<file path="src/rtl/conv_mac_pkg.sv">
`default_nettype none
// ============================================================================
// Module      : conv_mac_pkg
// Description : Shared widths and arithmetic helpers for the conv MAC stages.
// Revision    : 1.0 - initial release
// ============================================================================
package conv_mac_pkg;

  localparam int unsigned c_KSIZE_DEF  = 9;
  localparam int unsigned c_PROD_W_DEF = 24;
  localparam int unsigned c_ACC_W_DEF  = 32;
  localparam int unsigned c_SHIFT_DEF  = 8;
  localparam int unsigned c_OUT_W_DEF  = 16;

  // Smallest accumulator that holds KSIZE products plus a bias without wrapping.
  function automatic int unsigned acc_w_min(input int unsigned prod_w,
                                            input int unsigned ksize);
    return prod_w + $clog2(ksize + 1);
  endfunction

  function automatic logic signed [63:0] sat_narrow(input logic signed [63:0] x,
                                                    input int unsigned        out_w);
    logic signed [63:0] hi;
    logic signed [63:0] lo;
    hi = (64'sd1 <<< (out_w - 1)) - 64'sd1;
    lo = -(64'sd1 <<< (out_w - 1));
    if (x > hi) begin
      return hi;
    end else if (x < lo) begin
      return lo;
    end
    return x;
  endfunction

endpackage : conv_mac_pkg
`default_nettype wire

</file>
<file path="src/rtl/conv_mac_post.sv">
`default_nettype none
// ============================================================================
// Module      : conv_mac_post
// Description : Combinational arithmetic shift, optional ReLU and saturation.
// Revision    : 1.0 - initial release
// ============================================================================
module conv_mac_post
  import conv_mac_pkg::*;
#(
  parameter int ACC_W   = 32,
  parameter int OUT_W   = 16,
  parameter int SHIFT   = 8,
  parameter bit RELU_EN = 1'b1
) (
  input  logic signed [ACC_W-1:0] acc_i,
  output logic signed [OUT_W-1:0] out_o
);

  logic signed [ACC_W-1:0] w_shifted;
  logic signed [ACC_W-1:0] w_relu;
  logic signed [63:0]      w_wide;

  // Floor division by 2^SHIFT; no rounding term.
  assign w_shifted = acc_i >>> SHIFT;

  if (RELU_EN) begin : g_relu
    assign w_relu = w_shifted[ACC_W-1] ? '0 : w_shifted;
  end else begin : g_no_relu
    assign w_relu = w_shifted;
  end

  assign w_wide = 64'(w_relu);
  assign out_o  = OUT_W'(sat_narrow(w_wide, OUT_W));

endmodule : conv_mac_post
`default_nettype wire

</file>
<file path="src/rtl/conv_mac_accum.sv">
`default_nettype none
// ============================================================================
// Module      : conv_mac_accum
// Description : Accumulates one kernel window of products on a bias and emits
//               one post-processed output pixel per window.
// Revision    : 1.0 - initial release
// ============================================================================
module conv_mac_accum
  import conv_mac_pkg::*;
#(
  parameter int KSIZE   = 9,
  parameter int PROD_W  = 24,
  parameter int ACC_W   = 32,
  parameter int SHIFT   = 8,
  parameter int OUT_W   = 16,
  parameter bit RELU_EN = 1'b1
) (
  input  logic                     ap_clk,
  input  logic                     ap_rst,
  input  logic signed [PROD_W-1:0] prod_din,
  input  logic                     prod_valid,
  output logic                     prod_ready,
  input  logic signed [PROD_W-1:0] bias,
  output logic signed [OUT_W-1:0]  out_data,
  output logic                     out_valid,
  input  logic                     out_ready,
  output logic                     busy
);

  localparam int c_CNT_W = (KSIZE > 1) ? $clog2(KSIZE) : 1;

  logic [c_CNT_W-1:0]      cnt_q, cnt_d;
  logic signed [ACC_W-1:0] acc_q, acc_d;
  logic                    out_valid_q, out_valid_d;
  logic signed [OUT_W-1:0] out_data_q, out_data_d;

  logic                    w_accept;
  logic                    w_last;
  logic signed [ACC_W-1:0] w_base;
  logic signed [ACC_W-1:0] w_acc_next;
  logic signed [OUT_W-1:0] w_post;

  // A full slot that is not draining stalls input even mid-window.
  assign prod_ready = ~out_valid_q | out_ready;
  assign w_accept   = prod_valid & prod_ready;
  assign w_last     = (cnt_q == c_CNT_W'(KSIZE - 1));
  assign w_base     = (cnt_q == '0) ? ACC_W'(bias) : acc_q;
  assign w_acc_next = w_base + ACC_W'(prod_din);

  conv_mac_post #(
    .ACC_W   (ACC_W),
    .OUT_W   (OUT_W),
    .SHIFT   (SHIFT),
    .RELU_EN (RELU_EN)
  ) u_post (
    .acc_i (w_acc_next),
    .out_o (w_post)
  );

  always_comb begin
    cnt_d       = cnt_q;
    acc_d       = acc_q;
    out_valid_d = out_valid_q;
    out_data_d  = out_data_q;
    if (out_valid_q && out_ready) begin
      out_valid_d = 1'b0;
    end
    if (w_accept) begin
      acc_d = w_acc_next;
      if (w_last) begin
        // A completing window overrides the drain: back-to-back without a bubble.
        cnt_d       = '0;
        out_valid_d = 1'b1;
        out_data_d  = w_post;
      end else begin
        cnt_d = cnt_q + c_CNT_W'(1);
      end
    end
  end

  always_ff @(posedge ap_clk) begin
    if (ap_rst) begin
      cnt_q       <= '0;
      acc_q       <= '0;
      out_valid_q <= 1'b0;
      out_data_q  <= '0;
    end else begin
      cnt_q       <= cnt_d;
      acc_q       <= acc_d;
      out_valid_q <= out_valid_d;
      out_data_q  <= out_data_d;
    end
  end

  assign out_data  = out_data_q;
  assign out_valid = out_valid_q;
  assign busy      = (cnt_q != '0);

endmodule : conv_mac_accum
`default_nettype wire

</file>
<file path="config.mk">
export PLATFORM = sky130hd
export DESIGN_NAME = conv_mac_accum
export DESIGN_NICKNAME = d
export VERILOG_FILES = /design/src/rtl/conv_mac_pkg.sv /design/src/rtl/conv_mac_post.sv /design/src/rtl/conv_mac_accum.sv
export SDC_FILE = /design/constraint.sdc
export NUM_CORES = 1
export LEC_CHECK = 0
export ABC_CLOCK_PERIOD_IN_PS = 5500
export CORE_AREA = 2 2 99 101
export DETAILED_ROUTE_END_ITERATION = 10
export DIE_AREA = 0 0 101 103
export PLACE_DENSITY = 0.78
export SYNTH_ARGS = -nofsm -noshare
export SYNTH_HDL_FRONTEND = slang
export SYNTH_SLANG_ARGS = --single-unit
</file>
<file path="constraint.sdc">
create_clock -name ap_clk -period 5.5 [get_ports ap_clk]
set_input_delay 0.825 -clock ap_clk [delete_from_list [all_inputs] [get_ports ap_clk]]
set_output_delay 0.825 -clock ap_clk [all_outputs]
set_load 0.01 [all_outputs]
</file>
==> Yosys cells after proc, flatten, opt, wreduce, memory -nomap -nowiden <==
Cells that the tools add are included.
{ "op_classes": {"n_addsub": 2, "order_cmp": 2, "n_eq_ne": 1, "mux": 11, "bitwise": 3, "reduce_logical": 4} }
{ "op_table": {"columns": ["operator", "count"], "rows": [
  ["two-way mux 16 bit", 3],
  ["adder 32 x 24 -> 32 bit", 1],
  ["two-way mux 32 bit", 1],
  ["< comparator 24 x 16 -> 1 bit (second input constant)", 1],
  ["greater-than comparator 23 x 15 -> 1 bit (second input constant)", 1],
  ["two-way mux 23 bit", 1],
  ["two-way mux 1 bit", 5],
  ["adder 4 x 1 -> 4 bit (second input constant)", 1],
  ["== test 4 bit (second input constant)", 1],
  ["logical NOT 4 bit", 1],
  ["two-way mux 4 bit", 1],
  ["nonzero test 4 bit", 1],
  ["AND reduction 2 bit", 1],
  ["bitwise AND 1 bit", 1],
  ["logical AND 1 bit", 1],
  ["NOT 1 bit", 1],
  ["OR 1 bit", 1]
]} }
{ "totals": {"register_bits": 53, "inputBits": 52, "out_inout_bits": 19, "wordCells": 27} }

==> Depth between registers and ports, before layout <==
Gate-level depths: netlist (run 1).
{ "depth": {"ltp_word": 8, "mapped_depth": 22, "ltp_nobuf": 19} }

==> Hierarchy <==
From an unflattened synthesis (run 1), not the netlist that was laid out.
{ "hier_totals": {"cells_unflattened": 649, "area_unflattened_um2": 4619.4} }
{ "modules_own_cells": {"columns": ["mod", "instances", "cells_each", "area_per_inst_um2", "seq_area_each_um2"], "rows": [
  ["conv_mac_accum", 1, 612, 4406.7, 1061.0],
  ["conv_mac_post", 1, 37, 212.7, 0.0]
]} }

==> Worst setup path after synthesis (run 1) <==
No wires, ideal clock.
{ "synth_path": {"path_type": "register -> register", "from": "reg cnt_q[0]", "to": "reg out_data_q[4], in the netlist out_data[4]", "setup_ns": 0.128, "t_arrival_ns": 3.956, "required_time_ns": 5.372, "slack_ns": 1.416, "path_stages_with_launch": 23, "path_buffers": 3, "synth_period_minus_slack_ns": 4.084, "cell_sequence": "dfxtp_1 inv_1 ha_1 nor2b_1 nor2b_1 clkbuf_1 inv_1 clkbuf_1 nand2_1 nand2_1 ha_1 inv_1 fa_1 nand2b_1 a21oi_1 o211ai_1 o211ai_2 a221oi_1 xnor2_1 nand4_2 nor4b_4 buf_6 a211oi_2"} }
{ "synth_via": {"elab_chain_cells": 8, "word_cells_on_any_way": 12, "classes_between": "add/sub (1); order compare (2); eq/ne (1); mux (6); reduce/logical (2)"} }
{ "synth_lines": {"columns": ["item", "line", "source"], "rows": [
  ["start: declaration", "conv_mac_accum.sv:32", "logic [c_CNT_W-1:0] cnt_q, cnt_d;"],
  ["start signal: assignment", "conv_mac_accum.sv:88", "cnt_q <= cnt_d;"],
  ["logical NOT 4 bit", "conv_mac_accum.sv:47", "assign w_base = (cnt_q == '0) ? ACC_W'(bias) : acc_q;"],
  ["two-way mux 32 bit", "conv_mac_accum.sv:47", null],
  ["adder 32 x 24 -> 32 bit", "conv_mac_accum.sv:48", "assign w_acc_next = w_base + ACC_W'(prod_din);"],
  ["two-way mux 23 bit", "conv_mac_post.sv:27", "assign w_relu = w_shifted[ACC_W-1] ? '0 : w_shifted;"],
  ["< comparator 24 x 16 -> 1 bit", "conv_mac_pkg.sv:29", "end else if (x < lo) begin"],
  ["two-way mux 1 bit", "conv_mac_pkg.sv:29", null],
  ["two-way mux 1 bit", "conv_mac_pkg.sv:27", "if (x > hi) begin"],
  ["two-way mux 16 bit", "conv_mac_pkg.sv:32", "return x;"],
  ["end signal: assignment", "conv_mac_accum.sv:91", "out_data_q <= out_data_d;"],
  ["end: declaration", "conv_mac_accum.sv:35", "logic signed [OUT_W-1:0] out_data_q, out_data_d;"]
]} }
Parallel ways exist; a longest one is shown, timed or not.
A chain may end at the register's enable or synchronous reset.

==> Worst setup path in the final report (run 1) <==
{ "layout_path": {"from": "reg cnt_q[0]", "to": "reg out_data_q[1], in the netlist out_data[1]"} }
The elaborated chain is that of the path after synthesis.

==> results.yml, run 1 <==
status:
  run_status: "completed"
sta:
  layout_setup_ws_ps: 902
  fin_crit_sh_pct: 83.6
  tns_ps: 0
  rsz0062_at_grt: "no"
  finClkSkew_ps: 8.89
  hold_viol_final: 0
  slew_viol_final: 0
  post-route-min-period_ps: 4600
  setup_viol: 0
  fmax_mhz: 218
  tightestPinTransition_ps: 1030
  slew_headroom_pct: 31.6
placement:
  dp_hpwl_um: 8510
  place_congestion: 0.912
  dp_cells: 716
  place.port_buffers: 70
  post-place-ws_ps: 1010
final_layout:
  utilization_pct: 52.6
  antennaDiodeCount: 0
  multi_input_area_um2: 2910
  num-fill-cells: 930
  drive_gt1_share_pct: 6.07
  regArea_um2: 1060
  layout.nets: 698
  area_growth_pct: 20.0
  final_cells: 724
floorplan:
  initial_core_util_pct: 43.8
  io_pins: 71
  die_width_um: 101
  core_um2: 9460
  fp.dieH_um: 103
  die_area_um2: 10400
  core.rowCount: 36
yosys:
  synth_area_per_cell_um2: 7.50
  synth-edff-count: 0
  async_flop_share_pct: 0
  syn_nets: 641
  ys_ff_latch: 53
  synthCells: 552
  synth.largest_area_cell: "dfxtp_1"
  syn-cell-area_um2: 4140
  synth_most_common_cell: "nand2_1"
  synth_ff_type: "dfxtp_1"
  synth_cell_type_count: 56
  ys_seq_area_share_pct: 25.6
  synth_common_cells: "nand2_1 (120), a21oi_1 (60), nor2_1 (58)"
  synth_area_leaders: "dfxtp_1 (26%), ha_1 (11%), nand2_1 (11%)"
  synth_top_area_share_pct: 25.6
  yosysWarningCount: 0
power_and_ir_drop:
  combPwrFrac_pct: 51.1
  p_total_w: 0.00136
  p_sw_w: 0.000568
  leakagePower_nw: 2.11
  p_per_area_nw_per_um2: 274
  ir_drop_mv: 0.132
  seq_power_share_pct: 32.7
  internal_power_w: 0.000793
  switching_share_pct: 41.7
  p_clk_share_pct: 16.1
clock_network:
  cts.repair.resized: 0
  hold_buffers: 0
  clkLatencyLatePin_ps: 300
  post-cts-setup-buffers: 0
  clock_path_buffers: 2
  cts_buffers: 5
  path_clk_slew_ps: 90
  cts_tree: "built"
  cts.sinks: 53
  root_buffer: "clkbuf_8"
  ctsHtreeMaxLevel: 2
detailed_routing:
  wirelength_um: 11300
  viasPerCell: 5.69
  drt_first_pass_iters: 5
  drtIter0Drc: 254
  vias: 4120
  post-route-drc-count: 0
  antenna_left: 0
  post_drt_wl_per_cell_um: 15.6
worst_setup_path:
  crit_required_ps: 5640
  start_kind: "register"
  crit_path_end_kind: "register"
  critical_path_class: "reg -> reg"
  arrival_ps: 4740
  worst-path-max-fanout: 16
global_route:
  grt_max_degree: 51
  grt-ovfl-total: 0
  grt_pass1_wl_um: 18600
  track_usage_pct: 22.1
  antenna_found_initial: 0
  grt_pass1_vias: 4009
job:
  maxCapViolCount: 0
worst_hold_path:
  hold_path.class: "reg -> reg"
-- registers in the layout (all words and copies together) (netlist names) --
register	flops
out_valid	1
acc_q	32
cnt_q	4
out_data	16
-- path summary, 6_finish.rpt --
kind | start | end | slack (ps) | cells past startpoint
hold reg to reg | acc_q[5] | acc_q[5] | 460 | 2
setup reg to reg | cnt_q[0] | out_data[1] | 900 | 20
setup / recovery | cnt_q[0] | out_data[1] | 900 | 20
hold / removal | acc_q[5] | acc_q[5] | 460 | 2
-- layer usage --
layer  share of wire [%]  global-route usage, %  up-vias
met5                   0                      0        -
met4                 1.5                   5.61        0
met3                 7.2                   3.32       14
met2                  47                   38.2      155
met1                  45                   28.9     1897
li1                    -                      -     2054
-- area by class of cell --
cell class	count	share of cell area (%)
timing repair buffer	75	14.8
clock buffer	8	1.61
inverter	10	0.755
multi-input combinational	464	58.6
tap	114	2.87
sequential	53	21.3
-- critical path, stage by stage, from the launching register on --
cell	delay [ps]
dfxtp_1	400
inv_1	60
ha_1	180
nor2b_1	140
nor2b_2	160
inv_1	380
nand2_1	120
nand2_1	90
ha_1	210
inv_1	70
fa_1	370
nand2b_1	190
a21oi_1	260
o211ai_1	210
o211ai_2	300
a311oi_1	180
xnor2_1	300
nand4_2	160
nor4b_4	270
buf_4	290
a211oi_1	110
-- through the flow --
stage,hold slack [ps],area [um^2]
after floorplan,432,4140
after global placement,439,4890
after detailed placement,444,4890
after CTS,457,4970
after global routing,476,4970
final,456,4970
-- kinds of logic after synthesis --
family / count (synthesis) / synth area share, %
AND/OR/NAND/NOR: 239 / 25.9
AO/OA/AOI/OAI: 156 / 26.2
flip-flops: 53 / 25.6
adder cells (fa/ha/maj): 37 / 11.4
buffers and inverters: 35 / 4.14
XOR/XNOR: 30 / 6.34
multiplexers: 2 / 0.483
-- power by group through the flow --
stage          combinational, W  sequential (W)  clock [W]
2_1_floorplan          0.000525        0.000448          0
3_3_place_gp           0.000675        0.000452          0
3_5_place_dp           0.000681        0.000454          0
4_1_cts                0.000688        0.000446   0.000224
5_1_grt                0.000771        0.000450   0.000238
6_report               0.000696        0.000446   0.000219
-- layout by cell type (no fill, tap or decap), types with 4 or more instances in the layout --
cell type and count:
nand2b_1 4, clkdlybuf4s50_1 70, ha_1 36, nand2_1 120, a211oi_2 11, clkbuf_8 5, o211ai_1 7, nand3_1 9
buf_4 5, and2_1 12, xnor2_1 20, and3_1 7, xor2_1 10, nand4_1 8, a21o_1 17, nor2_1 58
a211oi_1 6, inv_1 10, o21a_1 8, dfxtp_1 53, nor3_1 10, a21oi_1 60, o21ai_0 19
Note: power is estimated with default switching activity, not from simulation.
==> inputs of run 2 (changes only) <==
--- a/config.mk
+++ b/config.mk
@@ -5,11 +5,11 @@
 export SDC_FILE = /design/constraint.sdc
 export NUM_CORES = 1
 export LEC_CHECK = 0
-export ABC_CLOCK_PERIOD_IN_PS = 5500
+export ABC_CLOCK_PERIOD_IN_PS = 4100
 export CORE_AREA = 2 2 99 101
 export DETAILED_ROUTE_END_ITERATION = 10
 export DIE_AREA = 0 0 101 103
-export PLACE_DENSITY = 0.78
+export PLACE_DENSITY = 0.81
 export SYNTH_ARGS = -nofsm -noshare
 export SYNTH_HDL_FRONTEND = slang
 export SYNTH_SLANG_ARGS = --single-unit
==> constraint.sdc (replaced) <==
create_clock -name ap_clk -period 4.1 [get_ports ap_clk]
set_input_delay 0.615 -clock ap_clk [delete_from_list [all_inputs] [get_ports ap_clk]]
set_output_delay 0.615 -clock ap_clk [all_outputs]
set_load 0.01 [all_outputs]
==> run 2 against run 1 <==
  * Global-route usage grew 0.63 points
  * Non-clock buffer count is 19 higher
  * Via count grew 3.4%
  * Routed wire length increased by 6.8%
  * Die area stayed put
  * Worst setup slack worse by 770 ps
  * Flip-flop and latch count did not move
  * Total power grew 46%
  * Maximum frequency increased by 16%
  * Sequential power is 34% higher
  * Critical path depth is 2 lower
  * Critical endpoint is now out_data[14]
  * Highest routed layer unchanged
==> results.yml, run 2 (synthesized netlist as in run 1, its figures left out) <==
worst_setup_path:
  crit_required_ps: 4280
  r2r_slack_ps: 130
  rr_worst_depth: 18
  critical_path_class: "reg -> reg"
  start_kind: "register"
  worst-path-max-fanout: 10
  crit_path_end_kind: "register"
  arrival_ps: 4150
  r2r_end: "out_data[14]"
  rr_startpoint: "cnt_q[0]"
clock_network:
  clkLatencyLatePin_ps: 320
  hold_buffers: 0
  cts_buffers: 5
  cts_tree: "built"
  path_clk_slew_ps: 110
  cts.sinks: 53
  clock_path_buffers: 2
  root_buffer: "clkbuf_8"
  ctsHtreeMaxLevel: 2
sta:
  finClkSkew_ps: 12.1
  fin_crit_sh_pct: 96.7
  hold_viol_final: 0
  layout_setup_ws_ps: 134
  fmax_mhz: 252
  setup_viol: 0
  slew_headroom_pct: 50.7
  slew_viol_final: 0
  post-route-min-period_ps: 3970
  tightestPinTransition_ps: 740
  holdWs_ps: 458
  tns_ps: 0
worst_hold_path:
  whs_path_depth: 2
  min_to: "acc_q[7]"
  hold_path.class: "reg -> reg"
  hp-start: "acc_q[7]"
global_route:
  grt-ovfl-total: 0
  grt_pass1_wl_um: 19000
  grt_pass1_vias: 4048
  track_usage_pct: 22.7
  antenna_found_initial: 0
  grt_max_degree: 33
power_and_ir_drop:
  leakagePower_nw: 2.27
  ir_drop_mv: 0.208
  p_per_area_nw_per_um2: 373
final_layout:
  final_cell_mix: "nand2_1 (119), clkdlybuf4s50_1 (70), nor2_1 (58)"
  drive_gt1_share_pct: 13.2
  utilization_pct: 56.2
  area_growth_pct: 28.4
  mostFrequentLayoutCell: "nand2_1"
  antennaDiodeCount: 0
  largest_reg_flops: 32
  num-fill-cells: 887
  regMostFlops: "acc_q"
  layout.nets: 717
  final_cells: 743
floorplan:
  core_um2: 9460
  io_pins: 71
  core.rowCount: 36
  fp.dieH_um: 103
  die_width_um: 101
  initial_core_util_pct: 43.8
  die_area_um2: 10400
placement:
  place_congestion: 0.911
  post-place-ws_ps: -144
  place.port_buffers: 70
  dp_cells: 726
  dp_hpwl_um: 8870
detailed_routing:
  antenna_left: 0
  vias: 4259
  wirelength_um: 12000
  viasPerCell: 5.73
  drt_first_pass_iters: 6
  drtIter0Drc: 230
  post-route-drc-count: 0
  post_drt_wl_per_cell_um: 16.2
status:
  run_status: "completed"
job:
  maxCapViolCount: 0
run 2: cell count changes in the layout (fill, tap and decap cells not counted), sizes merged:
cell,before,now
buf,5,23
clkbuf,8,7
clkinvlp,0,1
inv,10,11
run 2: worst max path at each step:
stage                  start            to  slack, ps  cells after the start
global placement    cnt_q[0]   out_data[2]       -110                     20
CTS                 cnt_q[0]  out_data[14]          4                     20
finish              cnt_q[0]  out_data[14]        130                     18
global route        cnt_q[0]  out_data[10]       -130                     20
detailed placement  cnt_q[0]   out_data[2]       -140                     20
floorplan           cnt_q[0]   out_data[4]         20                     22
run 2: worst max-delay path, stage by stage, from the launching register on:
cell and delay, ps:
dfxtp_2 380, inv_1 50, ha_1 200, nor2b_4 130, nor2b_4 140, buf_4 200, and2_2 280, a21o_1 180
ha_1 290, buf_4 170, a31o_1 260, a221o_1 390, a31oi_4 190, xnor2_2 100, nor3_2 200, nor4b_4 260
buf_4 200, buf_12 130, a211oi_1 60
run 2: cell type report:
class / instances / area (um^2) / area share (%)
flip-flops and latches: 53 / 1060 / 20.0
clock buffers: 6 / 82.6 / 1.55
inverters: 10 / 37.5 / 0.706
repair buffers: 94 / 935 / 17.6
multi-input cells: 464 / 3040 / 57.2
clock inverters: 2 / 16.3 / 0.306
well taps: 114 / 143 / 2.68
run 2: metrics by stage:
step	power [W]	instance area, um^2
6_report	0.00198	5320
3_5_place_dp	0.00155	4990
5_1_grt	0.00212	5320
3_3_place_gp	0.00154	4990
4_1_cts	0.00190	5120
2_1_floorplan	0.00131	4140
run 2: power breakdown:
group          internal (W)  total, W  switching (W)
Combinational      0.000436   0.00105       0.000609
Clock              0.000140  0.000341       0.000201
Sequential         0.000569  0.000597      0.0000278
run 2: what timing repair did:
item                       in CTS  in global routing
resized for setup               4                 28
buffers inserted                1                  7
setup endpoints to repair      15                 15
gates cloned                    0                  1
pin swaps                       0                  8
run 2: per-layer routing:
layer,up-vias,part of all wire (%),global-route usage (%)
met2,157,48,39.1
met1,1996,44,29.1
li1,2084,-,-
met4,0,1.7,7.07
met5,-,0,0
met3,22,6.8,3.93
